--- src/rtl/fret_pkg.sv ---
// Shared types and constants for the fret row renderer.
package fret_pkg;

  typedef enum logic [1:0] {
    LS_IDLE    = 2'd0,
    LS_PRESSED = 2'd1,
    LS_HIT     = 2'd2,
    LS_MISS    = 2'd3
  } lane_state_t;

  localparam logic [1:0] OP_SET_PRESS = 2'b00;
  localparam logic [1:0] OP_HIT       = 2'b01;
  localparam logic [1:0] OP_MISS      = 2'b10;
  localparam logic [1:0] OP_CLEAR     = 2'b11;

  typedef struct packed {
    logic [3:0] r;
    logic [3:0] g;
    logic [3:0] b;
  } rgb12_t;

  localparam rgb12_t RGB_WHITE = '{r: 4'hF, g: 4'hF, b: 4'hF};
  localparam rgb12_t RGB_MISS  = '{r: 4'h8, g: 4'h0, b: 4'h0};

  // Lane colours: green, red, yellow, blue, orange, then three spares.
  function automatic rgb12_t palette(input int unsigned idx);
    case (idx)
      0:       palette = '{r: 4'h0, g: 4'hF, b: 4'h0};
      1:       palette = '{r: 4'hF, g: 4'h0, b: 4'h0};
      2:       palette = '{r: 4'hF, g: 4'hF, b: 4'h0};
      3:       palette = '{r: 4'h0, g: 4'h0, b: 4'hF};
      4:       palette = '{r: 4'hF, g: 4'h8, b: 4'h0};
      5:       palette = '{r: 4'h8, g: 4'h0, b: 4'h8};
      6:       palette = '{r: 4'h0, g: 4'hF, b: 4'hF};
      default: palette = '{r: 4'h8, g: 4'h8, b: 4'h8};
    endcase
  endfunction

  // Idle lanes are drawn at half intensity.
  function automatic rgb12_t dim(input rgb12_t c);
    dim = '{r: c.r >> 1, g: c.g >> 1, b: c.b >> 1};
  endfunction

endpackage

--- src/rtl/fret_lane.sv ---
// One fret lane: press/hit/miss FSM, flash counter, box hit-test and colour.
module fret_lane
  import fret_pkg::*;
#(
  parameter int LANE_IDX     = 0,
  parameter int LANE_X0      = 160,
  parameter int LANE_PITCH   = 64,
  parameter int FRET_W       = 48,
  parameter int FRET_H       = 16,
  parameter int FRET_Y       = 400,
  parameter int FLASH_FRAMES = 8,
  parameter int MISS_FRAMES  = 4
) (
  input  logic       Clk,
  input  logic       Reset_n,
  input  logic [9:0] i_draw_x,
  input  logic [9:0] i_draw_y,
  input  logic       i_tick,
  input  logic       i_set_press,
  input  logic       i_press_val,
  input  logic       i_hit,
  input  logic       i_miss,
  input  logic       i_clear,
  output logic       o_in_box,
  output rgb12_t     o_rgb
);

  localparam int         X_LO_I = LANE_X0 + LANE_IDX * LANE_PITCH;
  localparam logic [10:0] X_LO  = 11'(X_LO_I);
  localparam logic [10:0] X_HI  = 11'(X_LO_I + FRET_W);
  localparam logic [10:0] Y_LO  = 11'(FRET_Y);
  localparam logic [10:0] Y_HI  = 11'(FRET_Y + FRET_H);

  lane_state_t r_state;
  logic [7:0]  r_ctr;
  logic        r_press;
  logic [10:0] w_x, w_y;
  rgb12_t      w_col;

  // Lane FSM: commands take priority over frame ageing; CLEAR over everything.
  always_ff @(posedge Clk or negedge Reset_n) begin
    if (!Reset_n) begin
      r_state <= LS_IDLE;
      r_ctr   <= '0;
      r_press <= 1'b0;
    end else if (i_clear) begin
      r_state <= LS_IDLE;
      r_ctr   <= '0;
      r_press <= 1'b0;
    end else begin
      if (i_set_press) r_press <= i_press_val;
      if (i_hit) begin
        r_state <= LS_HIT;
        r_ctr   <= 8'(FLASH_FRAMES);
      end else if (i_miss) begin
        r_state <= LS_MISS;
        r_ctr   <= 8'(MISS_FRAMES);
      end else begin
        case (r_state)
          LS_IDLE:    if (r_press)  r_state <= LS_PRESSED;
          LS_PRESSED: if (!r_press) r_state <= LS_IDLE;
          default: begin
            if (i_tick) begin
              if (r_ctr == 8'd1) begin
                r_state <= r_press ? LS_PRESSED : LS_IDLE;
                r_ctr   <= '0;
              end else begin
                r_ctr <= r_ctr - 8'd1;
              end
            end
          end
        endcase
      end
    end
  end

  assign w_x      = {1'b0, i_draw_x};
  assign w_y      = {1'b0, i_draw_y};
  assign o_in_box = (w_x >= X_LO) && (w_x < X_HI) && (w_y >= Y_LO) && (w_y < Y_HI);

  // Colour from current lane state; zero outside the box so the bank can OR lanes.
  always_comb begin
    w_col = dim(palette(LANE_IDX));
    case (r_state)
      LS_PRESSED: w_col = palette(LANE_IDX);
      LS_HIT:     w_col = RGB_WHITE;
      LS_MISS:    w_col = RGB_MISS;
      default:    w_col = dim(palette(LANE_IDX));
    endcase
    o_rgb = o_in_box ? w_col : '0;
  end

endmodule

--- src/rtl/fret_bank.sv ---
// N-lane fret row: command decode, lane array, registered pixel output.
module fret_bank
  import fret_pkg::*;
#(
  parameter int N_LANES      = 5,
  parameter int LANE_X0      = 160,
  parameter int LANE_PITCH   = 64,
  parameter int FRET_W       = 48,
  parameter int FRET_H       = 16,
  parameter int FRET_Y       = 400,
  parameter int FLASH_FRAMES = 8,
  parameter int MISS_FRAMES  = 4
) (
  input  logic        Clk,
  input  logic        Reset_n,
  input  logic [9:0]  DrawX,
  input  logic [9:0]  DrawY,
  input  logic        frame_tick,
  input  logic        write,
  input  logic [31:0] data_in,
  output logic        active,
  output logic [3:0]  red,
  output logic [3:0]  green,
  output logic [3:0]  blue
);

  logic [1:0]              w_op;
  logic [N_LANES-1:0]      w_mask;
  logic                    w_set, w_hit, w_miss, w_clear;
  logic [N_LANES-1:0]      w_in_box;
  rgb12_t [N_LANES-1:0]    w_rgb;
  logic                    w_any;
  logic [11:0]             w_mix;
  logic                    w_unused;

  assign w_op     = data_in[31:30];
  assign w_mask   = data_in[N_LANES-1:0];
  assign w_set    = write && (w_op == OP_SET_PRESS);
  assign w_hit    = write && (w_op == OP_HIT);
  assign w_miss   = write && (w_op == OP_MISS);
  assign w_clear  = write && (w_op == OP_CLEAR);
  assign w_unused = ^data_in[29:N_LANES];

  for (genvar g = 0; g < N_LANES; g++) begin : g_lane
    fret_lane #(
      .LANE_IDX(g), .LANE_X0(LANE_X0), .LANE_PITCH(LANE_PITCH),
      .FRET_W(FRET_W), .FRET_H(FRET_H), .FRET_Y(FRET_Y),
      .FLASH_FRAMES(FLASH_FRAMES), .MISS_FRAMES(MISS_FRAMES)
    ) u_lane (
      .Clk         (Clk),
      .Reset_n     (Reset_n),
      .i_draw_x    (DrawX),
      .i_draw_y    (DrawY),
      .i_tick      (frame_tick),
      .i_set_press (w_set),
      .i_press_val (w_mask[g]),
      .i_hit       (w_hit && w_mask[g]),
      .i_miss      (w_miss && w_mask[g]),
      .i_clear     (w_clear),
      .o_in_box    (w_in_box[g]),
      .o_rgb       (w_rgb[g])
    );
  end

  // Boxes never overlap, so at most one lane contributes a non-zero colour.
  always_comb begin
    w_any = |w_in_box;
    w_mix = '0;
    for (int i = 0; i < N_LANES; i++) w_mix = w_mix | w_rgb[i];
  end

  // Output register gives the one-clock pixel latency.
  always_ff @(posedge Clk or negedge Reset_n) begin
    if (!Reset_n) begin
      active <= 1'b0;
      red    <= '0;
      green  <= '0;
      blue   <= '0;
    end else begin
      active <= w_any;
      red    <= w_mix[11:8];
      green  <= w_mix[7:4];
      blue   <= w_mix[3:0];
    end
  end

endmodule

--- config.mk ---
export PLATFORM = sky130hd
export DESIGN_NAME = fret_bank
export DESIGN_NICKNAME = d
export VERILOG_FILES = /design/src/rtl/fret_pkg.sv /design/src/rtl/fret_lane.sv /design/src/rtl/fret_bank.sv
export SDC_FILE = /design/constraint.sdc
export NUM_CORES = 1
export LEC_CHECK = 0
export BUFFER_PORTS_ARGS = -buffer_cell sky130_fd_sc_hd__buf_2
export CORE_MARGIN = 2
export CORE_UTILIZATION = 45
export CTS_CLUSTER_DIAMETER = 60
export DETAILED_ROUTE_END_ITERATION = 12
export GPL_TIMING_DRIVEN = 0
export PLACE_DENSITY_LB_ADDON = 0.05
export SKIP_CTS_REPAIR_TIMING = 1
export SLEW_MARGIN = 20
export SYNTH_ARGS = -nofsm -noshare
export SYNTH_HDL_FRONTEND = slang
export SYNTH_SLANG_ARGS = --single-unit
--- constraint.sdc ---
create_clock -name Clk -period 2.3 [get_ports Clk]
set_clock_uncertainty 0.1 [all_clocks]
set_input_delay 0.115 -clock Clk [delete_from_list [all_inputs] [get_ports Clk]]
set_output_delay 0.115 -clock Clk [all_outputs]
set_load 0.01 [all_outputs]
==> flow_summary.ini <==
[cells_and_area]
antennaDiodeCount = 0
regArea_um2 = 1580
syn_to_final_growth_pct = 12.1
final_common_cell = dfrtp_1
drive_gt1_share_pct = 16.5
final_area_um2 = 5180
final_cell_mix = 61 x dfrtp_1, 54 x nand2_1, 42 x buf_2
utilization_pct = 51.1
nNetsFinal = 650
multi_input_area_um2 = 2810
fillers = 982

[yosys]
syn-num-nets = 603
syn_avg_cell_area_um2 = 8.92
yosys_warnings = 0
synth_top_family_by_area = compound AO/OA/AOI/OAI gates
synth_area_um2 = 4630
synthAdderAreaFrac_pct = 8.73
syn_inst = 519
synth_ff_type = dfrtp_1
synth_xor_area_share_pct = 0.946
synth-seq-cells = 63
yosys.area_share.simple_pct = 21.9
async_reset_ff_share_pct = 100
synthMuxAreaShare_pct = 2.76
ys_seq_area_share_pct = 34.1
ys_types = 81
synth_edf_count = 0
synth-compound-area-share_pct = 26.3

[timing]
finalHoldViolCount = 1
worst_slack_ns = 0.155
setup_tns_ns = 0
max_freq_mhz = 466
maxSlewViolCount = 0
setup_viol = 0
finalCritPeriodShare_pct = 93.3
whs_ns = -0.0182
grt_setup_unrepaired = false
final.min_clock_period_ns = 2.15
slew_headroom_pct = 52.0
tightestPinTransition_ns = 0.713

[setup_path]
cp-start-kind = register
crit_fanout = 9
end_kind = register
critPathArrivalTime_ns = 2.34
crit_type = reg2reg
required_ns = 2.49

[floorplan]
rows = 37
start_util_pct = 45.6
die_h_um = 105
core_um2 = 10100
ios = 69
dieArea_um2 = 11100
die_w_um = 105

[placed_design]
dp_hpwl_mm = 8.88
portBuffers = 32
placedInstanceArea_um2 = 4980
gp_congestion = 0.850
preCtsSetupSlack_ns = 0.0492

[global_route]
grt_usage_pct = 23.1
antenna_found_initial = 0
grt_pass1_wl_mm = 20.4
grt_overflow_total = 0
grt_max_degree = 36
grt_pass1_vias = 4077

[run_status]
failed_checks = negative hold slack
status = complete, but fails checks

[clock_tree]
ctsHtreeMaxLevel = 3
clkLatencyLatePin_ns = 0.36
clk_pin_slew_ns = 0.07
cts_root_buffer = clkbuf_8
numCtsBuffers = 9
cts.sinks = 63
clockBufferDepth = 2
tritoncts = done

[detailed_routing]
drt_first_pass_iters = 5
wl_met2_mm = 5.34
drc_errors = 0
highest-signal-layer = met4
dr_wl_met3_um = 695
wl_per_cell_um = 17.4
drt-total-wl_mm = 12.2
ant_nets = 0
vias = 4176
wl_met1_mm = 5.92
post_drt_via_cell_ratio = 5.93
drt_iter0_markers = 306

[worst_hold_path]
hold_path.class = in2reg

[pwr]
finalPower_mw = 5.82
p_per_area_nw_per_um2 = 1120
ir_drop_uv = 479
p_leak_nw = 2.24

[run]
drv_cap = 0
-- cell families after synthesis --
logic type      Yosys count
fa+ha+maj                33
compound gates          172
flops                    63
simple gates            181
mux                      12
xor+xnor                  5
buf+inv                  53
-- state kept, by name, summed over array words and instances (netlist names) --
name	flops
g_lane.u_lane.r_press	5
green	3
g_lane.u_lane.r_state	10
active	1
g_lane.u_lane.r_ctr	40
red	2
blue	2
-- Yosys cell counts (5+ instances only) --
cell / n / area (um^2)
dfrtp_1: 63 / 1580
nand2_1: 54 / 203
a21oi_1: 34 / 170
nor2_1: 32 / 120
ha_1: 28 / 350
inv_1: 26 / 97.6
o21ai_0: 26 / 130
a31oi_1: 14 / 87.6
nand3_1: 14 / 70.1
a22oi_1: 12 / 90.1
buf_2: 11 / 55.1
nor3_1: 11 / 55.1
nor3b_1: 11 / 82.6
nand2b_1: 9 / 56.3
a32oi_1: 8 / 70.1
clkbuf_1: 7 / 26.3
nor2b_1: 7 / 43.8
o31ai_1: 7 / 52.6
mux2_2: 6 / 67.6
mux2i_1: 6 / 60.1
a211oi_1: 5 / 37.5
buf_4: 5 / 37.5
o211ai_1: 5 / 37.5
o21ai_1: 5 / 25.0
o22ai_1: 5 / 31.3
-- through the flow --
| step | hold slack (ns) | instances |
|---|---|---|
| floorplan | -0.281 | 519 |
| global placement | 0.267 | 687 |
| detailed placement | -0.0242 | 688 |
| CTS | -0.409 | 701 |
| global route | 0.0169 | 704 |
| finish | -0.0182 | 704 |
-- power breakdown --
group	total (mW)	switching, mW	internal (mW)
clock	0.904	0.444	0.460
sequential	2.09	0.566	1.52
combinational	2.83	1.58	1.25
total	5.82	2.59	3.23
-- metal layers --
layer / vias to the layer above / global-route usage [%]
met2: 132 / 35.5
met4: 0 / 9.90
li1: 2036 / -
met3: 18 / 3.09
met1: 1990 / 32.6
met5: - / 0
-- critical path, stage by stage, from the launching register on --
cell	delay [ns]
dfrtp_1	0.42
inv_1	0.11
ha_1	0.18
clkbuf_1	0.20
or3b_1	0.39
a31o_2	0.26
o311ai_1	0.27
o21a_1	0.16
-- worst paths after layout --
path                                             startpoint                         to  slack, ns  cells after the start
worst max-delay path            g_lane[0].u_lane.r_state[1]  g_lane[0].u_lane.r_ctr[5]       0.15                      7
worst min-delay path                               DrawX[4]                     active      -0.02                      4
worst max register to register  g_lane[0].u_lane.r_state[1]  g_lane[0].u_lane.r_ctr[5]       0.15                      7
worst min register to register    g_lane[2].u_lane.r_ctr[7]  g_lane[2].u_lane.r_ctr[7]       0.40                      1
max in group asynchronous                           Reset_n  g_lane[4].u_lane.r_ctr[1]       1.45                      3
min in group asynchronous                           Reset_n  g_lane[3].u_lane.r_ctr[7]       0.12                      2
-- cell type report --
| cell class | instances | share of cell area [%] |
|---|---|---|
| timing repair buffer | 36 | 4.10 |
| clock inverter | 1 | 0.0965 |
| sequential | 63 | 30.5 |
| tap | 136 | 3.28 |
| inverter | 26 | 1.88 |
| clock buffer | 12 | 3.19 |
| multi-input combinational | 403 | 54.1 |
| buffer | 27 | 2.87 |
(Power assumes the default switching activity.)
